--- config.mk ---
export PLATFORM = sky130hd
export DESIGN_NAME = cycle_sequencer
export DESIGN_NICKNAME = d
export VERILOG_FILES = /design/src/rtl/cycle_sequencer_pkg.sv /design/src/rtl/cycle_sequencer.sv
export SDC_FILE = /design/constraint.sdc
export NUM_CORES = 1
export LEC_CHECK = 0
export CAP_MARGIN = 20
export CORE_UTILIZATION = 35
export DETAILED_ROUTE_END_ITERATION = 8
export SYNTH_ARGS = -nofsm -noshare
export SYNTH_HDL_FRONTEND = slang
export SYNTH_SLANG_ARGS = --single-unit
--- constraint.sdc ---
create_clock -name clk -period 2 [get_ports clk]
set_clock_uncertainty 0.2 [all_clocks]
set_input_delay 0.4 -clock clk [delete_from_list [all_inputs] [get_ports clk]]
set_output_delay 0.4 -clock clk [all_outputs]
set_load 0.02 [all_outputs]
--- src/rtl/cycle_sequencer_pkg.sv ---
// Shared constants for the cycle sequencer: control-decoder micro-states,
// sequencer FSM encodings visible to debug logic, and small helpers.
package cycle_sequencer_pkg;

    localparam int STATE_W = 4;

    localparam logic [STATE_W-1:0] STATE_NEXT       = 4'h0;
    localparam logic [STATE_W-1:0] STATE_FETCH_PC   = 4'h1;
    localparam logic [STATE_W-1:0] STATE_FETCH_INST = 4'h2;
    localparam logic [STATE_W-1:0] STATE_HALT       = 4'h3;
    localparam logic [STATE_W-1:0] STATE_JUMP       = 4'h4;
    localparam logic [STATE_W-1:0] STATE_OUT        = 4'h5;
    localparam logic [STATE_W-1:0] STATE_ALU        = 4'h6;
    localparam logic [STATE_W-1:0] STATE_MEM_ADDR   = 4'h7;
    localparam logic [STATE_W-1:0] STATE_MEM_READ   = 4'h8;
    localparam logic [STATE_W-1:0] STATE_REG_WRITE  = 4'h9;

    localparam logic [1:0] SEQ_PAUSE = 2'd0;
    localparam logic [1:0] SEQ_RUN   = 2'd1;
    localparam logic [1:0] SEQ_HALT  = 2'd2;
    localparam logic [1:0] SEQ_FAULT = 2'd3;

    typedef enum logic [1:0] {
        S_PAUSE = SEQ_PAUSE,
        S_RUN   = SEQ_RUN,
        S_HALT  = SEQ_HALT,
        S_FAULT = SEQ_FAULT
    } seq_state_e;

    // Absorbing states: only reset leaves them.
    function automatic logic seq_is_stopped(input seq_state_e s);
        return (s == S_HALT) || (s == S_FAULT);
    endfunction

endpackage

--- src/rtl/cycle_sequencer.sv ---
// Micro-cycle sequencer closing the fetch/execute loop with the control
// decoder: free-run, single-step and sticky halt/fault handling.
module cycle_sequencer
    import cycle_sequencer_pkg::*;
#(
    parameter int CYCLE_W   = 4,
    parameter int MAX_CYCLE = 7,
    parameter int ICOUNT_W  = 16
) (
    input  logic                clk,
    input  logic                rst,
    input  logic [STATE_W-1:0]  state,
    input  logic                run,
    input  logic                step_mode,
    input  logic                step,
    output logic [CYCLE_W-1:0]  cycle,
    output logic                active,
    output logic                instr_done,
    output logic [ICOUNT_W-1:0] instr_count,
    output logic                halted,
    output logic                fault
);

    localparam logic [CYCLE_W-1:0] CYC_LAST = CYCLE_W'(MAX_CYCLE);

    seq_state_e          fsm_q, fsm_d;
    logic [CYCLE_W-1:0]  cycle_q, cycle_d;
    logic [ICOUNT_W-1:0] count_q, count_d;
    logic                done_q, done_d;
    logic                halted_q, halted_d;
    logic                fault_q, fault_d;
    logic                step_q;
    logic                step_rise;

    assign step_rise = step & ~step_q;

    always_ff @(posedge clk or posedge rst) begin
        if (rst) begin
            fsm_q    <= S_PAUSE;
            cycle_q  <= '0;
            count_q  <= '0;
            done_q   <= 1'b0;
            halted_q <= 1'b0;
            fault_q  <= 1'b0;
            step_q   <= 1'b0;
        end else begin
            fsm_q    <= fsm_d;
            cycle_q  <= cycle_d;
            count_q  <= count_d;
            done_q   <= done_d;
            halted_q <= halted_d;
            fault_q  <= fault_d;
            step_q   <= step;
        end
    end

    always_comb begin
        fsm_d    = fsm_q;
        cycle_d  = cycle_q;
        count_d  = count_q;
        done_d   = 1'b0;
        halted_d = halted_q;
        fault_d  = fault_q;

        unique case (fsm_q)
            S_PAUSE: begin
                if (run && (!step_mode || step_rise)) begin
                    fsm_d = S_RUN;
                end
            end
            S_RUN: begin
                if (state == STATE_HALT) begin
                    fsm_d    = S_HALT;
                    halted_d = 1'b1;
                end else if (state == STATE_NEXT) begin
                    cycle_d = '0;
                    done_d  = 1'b1;
                    count_d = count_q + ICOUNT_W'(1);
                    // Mode inputs only matter at the retire boundary.
                    if (!run || step_mode) begin
                        fsm_d = S_PAUSE;
                    end
                end else if (cycle_q == CYC_LAST) begin
                    fsm_d   = S_FAULT;
                    fault_d = 1'b1;
                end else begin
                    cycle_d = cycle_q + CYCLE_W'(1);
                end
            end
            S_HALT: begin
                fsm_d = S_HALT;
            end
            S_FAULT: begin
                fsm_d = S_FAULT;
            end
            default: begin
                fsm_d = S_PAUSE;
            end
        endcase
    end

    assign cycle       = cycle_q;
    assign active      = (fsm_q == S_RUN);
    assign instr_done  = done_q;
    assign instr_count = count_q;
    assign halted      = halted_q;
    assign fault       = fault_q;

endmodule

==> flow_summary.toml <==
[drt]
vias_per_cell = 4.833
drt-initial-drc-count = 27
first_pass_iters = 4
wire_per_inst_um = 11.97
vias = 957
antenna_left = 0
wirelength_um = 2371
drc = 0

[synthesis]
ys_warn_count = 0
synth_fp_nets = 119
synth-main-ff-cell = "dfrtp_1"
ys_ff_latch = 26
synthArstFlopShare_pct = 100.0
synth_area_per_cell_um2 = 11.33
yosysSeqAreaShare_pct = 53.17
synth_cell_types = 31
synth_area_um2 = 1224
syn_inst = 108
synth_edf_count = 0

[place]
globalplace.congestion = 0.8004
portBuffers = 32
place_ws_ns = -0.4525
place_inst = 194
placed_cell_area_um2 = 1664
dp_hpwl_um = 1790

[grt]
gr-total-overflow = 0
grt_pass1_wl_um = 4057
grt_pass1_vias = 951
grt_usage_pct = 15.05
grt_max_degree = 27
antenna_found_initial = 0

[power_and_ir_drop]
clkPwrFrac_pct = 37.4
swShare_pct = 19.64
combPwrFrac_pct = 6.5
p_switching_w = 0.0001862
power_leakage_nw = 1.078
vdd_drop_max_mv = 0.2737
cellPowerDensity_nw_per_um2 = 546.1
p_seq_share_pct = 56.2
internal_power_w = 0.0007615

[clocking]
htree_levels = 1
cts_root_buffer = "clkbuf_4"
cts_tree = "built"
insertion_delay_ns = 0.31
clk_pin_slew_worst_paths_ns = 0.14
numCtsBuffers = 3
cts.sinks = 26
clockBufferDepth = 2
cts_hold_buffers = 0

[sta]
fmax_mhz = 524.5
relSlewSlack_pct = 78.05
worst_slew_pin_slew_ns = 0.3267
setup_viol_count_final = 0
hold_viol_final = 0
report.final.slew_viol_count = 0
fin_crit_sh_pct = 95.34
period_minus_slack_ns = 1.907
rsz0062_at_grt = "no"
hold_ws_ns = 0.2213
setup_slack_ns = 0.09330

[finish]
drive_above_1_share_pct = 14.47
fillers = 341
syn_to_final_growth_pct = 41.82
fin_nets = 164
n_antenna_cell = 0
fin_area_um2 = 1735
fin_cells = 198

[hold_path]
worst_hold_path_type = "input port to asynchronous set/reset pin"

[floorplan]
coreArea_um2 = 3337
io_pins = 33
placementRows = 21
initial_core_util_pct = 36.67
die_y_um = 61.13
die_area_um2 = 3737
die_x_um = 61.13

[worst_setup_path]
crit_type = "input port to flip-flop"
critPathCaptureType = "flip-flop"
rr_worst_depth = 5
startpoint_type = "input port"
worstPathRequired_ns = 2.05
cp.arrival_ns = 1.96
worstPathMaxFanout = 5

[run]
drv_cap = 0

[run_status]
status = "complete, no violations"
[placed cells by master (no fill, tap or decap), types with 2 or more instances in the layout]
master,netlist,final
xnor2_1,11,11
xor2_1,5,5
clkdlybuf4s15_1,0,3
nand4_1,4,4
dlymetal6s2s_1,0,11
dfrtp_1,26,26
clkdlybuf4s50_1,0,7
ha_1,2,2
clkbuf_4,0,3
a31oi_1,3,3
nor4_4,2,2
and3_1,3,2
nor2_1,4,4
a21o_1,3,3
nor3_1,2,2
dlygate4sd2_1,0,11
buf_4,0,11
o21ai_0,3,3
and4_1,2,2
nand2_1,7,7
a21oi_1,5,5
nand3_1,5,5
inv_1,7,7
[timing repair]
action,4_1_cts,5_1_grt
endpoints found under the hold margin,0,0
pin swaps,4,4
setup buffers,0,0
endpoints found under the setup margin,20,17
resized for setup,14,15
[layer usage]
| layer | up-vias | wire [um] | GRT usage, % | share of wire [%] |
|---|---|---|---|---|
| li1 | 472 | - | - | - |
| met1 | 455 | 1082 | 18.68 | 46 |
| met2 | 28 | 1159 | 25.47 | 49 |
| met3 | 2 | 115 | 2.731 | 4.9 |
| met4 | 0 | 14 | 6.818 | 0.59 |
| met5 | - | 0 | 0 | 0 |
[worst max-delay path, cell delays in order]
cell             delay, ns
clkdlybuf4s15_1       0.18
or4_4                 0.59
nor4_4                0.40
and3_4                0.24
xor2_1                0.14
[cell families after synthesis]
group	count (synthesis)	share of synthesized area [%]
xor gates and xnor gates	16	11.45
buffers and inverters	10	3.783
DFF	26	53.17
muxes	1	0.9202
adders and majority gates	2	2.045
and+or+nand+nor	33	17.49
AOI/OAI and AO/OA	20	11.15
[power groups by stage]
stage	clock, W	sequential [W]	combinational [W]
final	0.000354	0.000532	0.0000612
after global routing	0.000392	0.000533	0.0000683
after CTS	0.000375	0.000533	0.0000626
after detailed placement	0	0.000542	0.0000656
after global placement	0	0.000542	0.0000640
after floorplan	0	0.000545	0.0000273
[sequential cells by signal, summed over array words and instances, names as in the netlist]
signal	count
fault	1
cycle	4
step_q	1
instr_done	1
fsm_q	2
instr_count	16
halted	1
[cells in the mapped netlist, drive strengths merged, types with 2 or more instances]
| master | number | area share [%] |
|---|---|---|
| and3 | 3 | 1.5 |
| a21oi | 5 | 2.0 |
| nor3 | 2 | 0.82 |
| xnor2 | 11 | 7.9 |
| ha | 2 | 2.0 |
| dfrtp | 26 | 53 |
| nand2 | 7 | 2.1 |
| buf | 2 | 1.3 |
| nor2 | 4 | 1.2 |
| o21ai | 3 | 1.2 |
| nand3 | 5 | 2.0 |
| nor4 | 2 | 3.5 |
| a31oi | 3 | 1.5 |
| and4 | 2 | 1.4 |
| a21o | 4 | 2.6 |
| xor2 | 5 | 3.6 |
| inv | 7 | 2.1 |
| nand4 | 4 | 2.0 |
[per-stage QoR]
step                      util, %  total power, W  setup TNS (ns)
after floorplan                 -       0.0005721               0
after global placement      49.87       0.0006063          -5.390
after detailed placement    49.87       0.0006079          -5.704
after CTS                   50.92       0.0009701               0
after global routing        52.01       0.0009936               0
final                       52.01       0.0009477               0
[worst paths after layout]
check                                     start  slack (ns)                           to
min in group clk              fault$_DFFE_PP0P_        0.27            fault$_DFFE_PP0P_
max reg2reg                cycle[0]$_DFFE_PP0P_        0.24         cycle[0]$_DFFE_PP0P_
max                                    state[0]        0.09   instr_count[8]$_DFFE_PP0P_
min reg2reg                   fault$_DFFE_PP0P_        0.27            fault$_DFFE_PP0P_
max in group asynchronous                   rst        1.12   instr_count[2]$_DFFE_PP0P_
min                                         rst        0.22  instr_count[15]$_DFFE_PP0P_
[cell type report]
class	count	area (um^2)	share of cell area, %
clock buffer	3	22.52	1.298
tap	46	57.56	3.317
clock inverter	1	30.03	1.730
inverter	7	26.28	1.514
timing repair buffer	43	416.7	24.01
sequential	26	650.6	37.49
multi-input combinational	72	531.8	30.64
No activity file was read; power rests on OpenSTA's default activity.
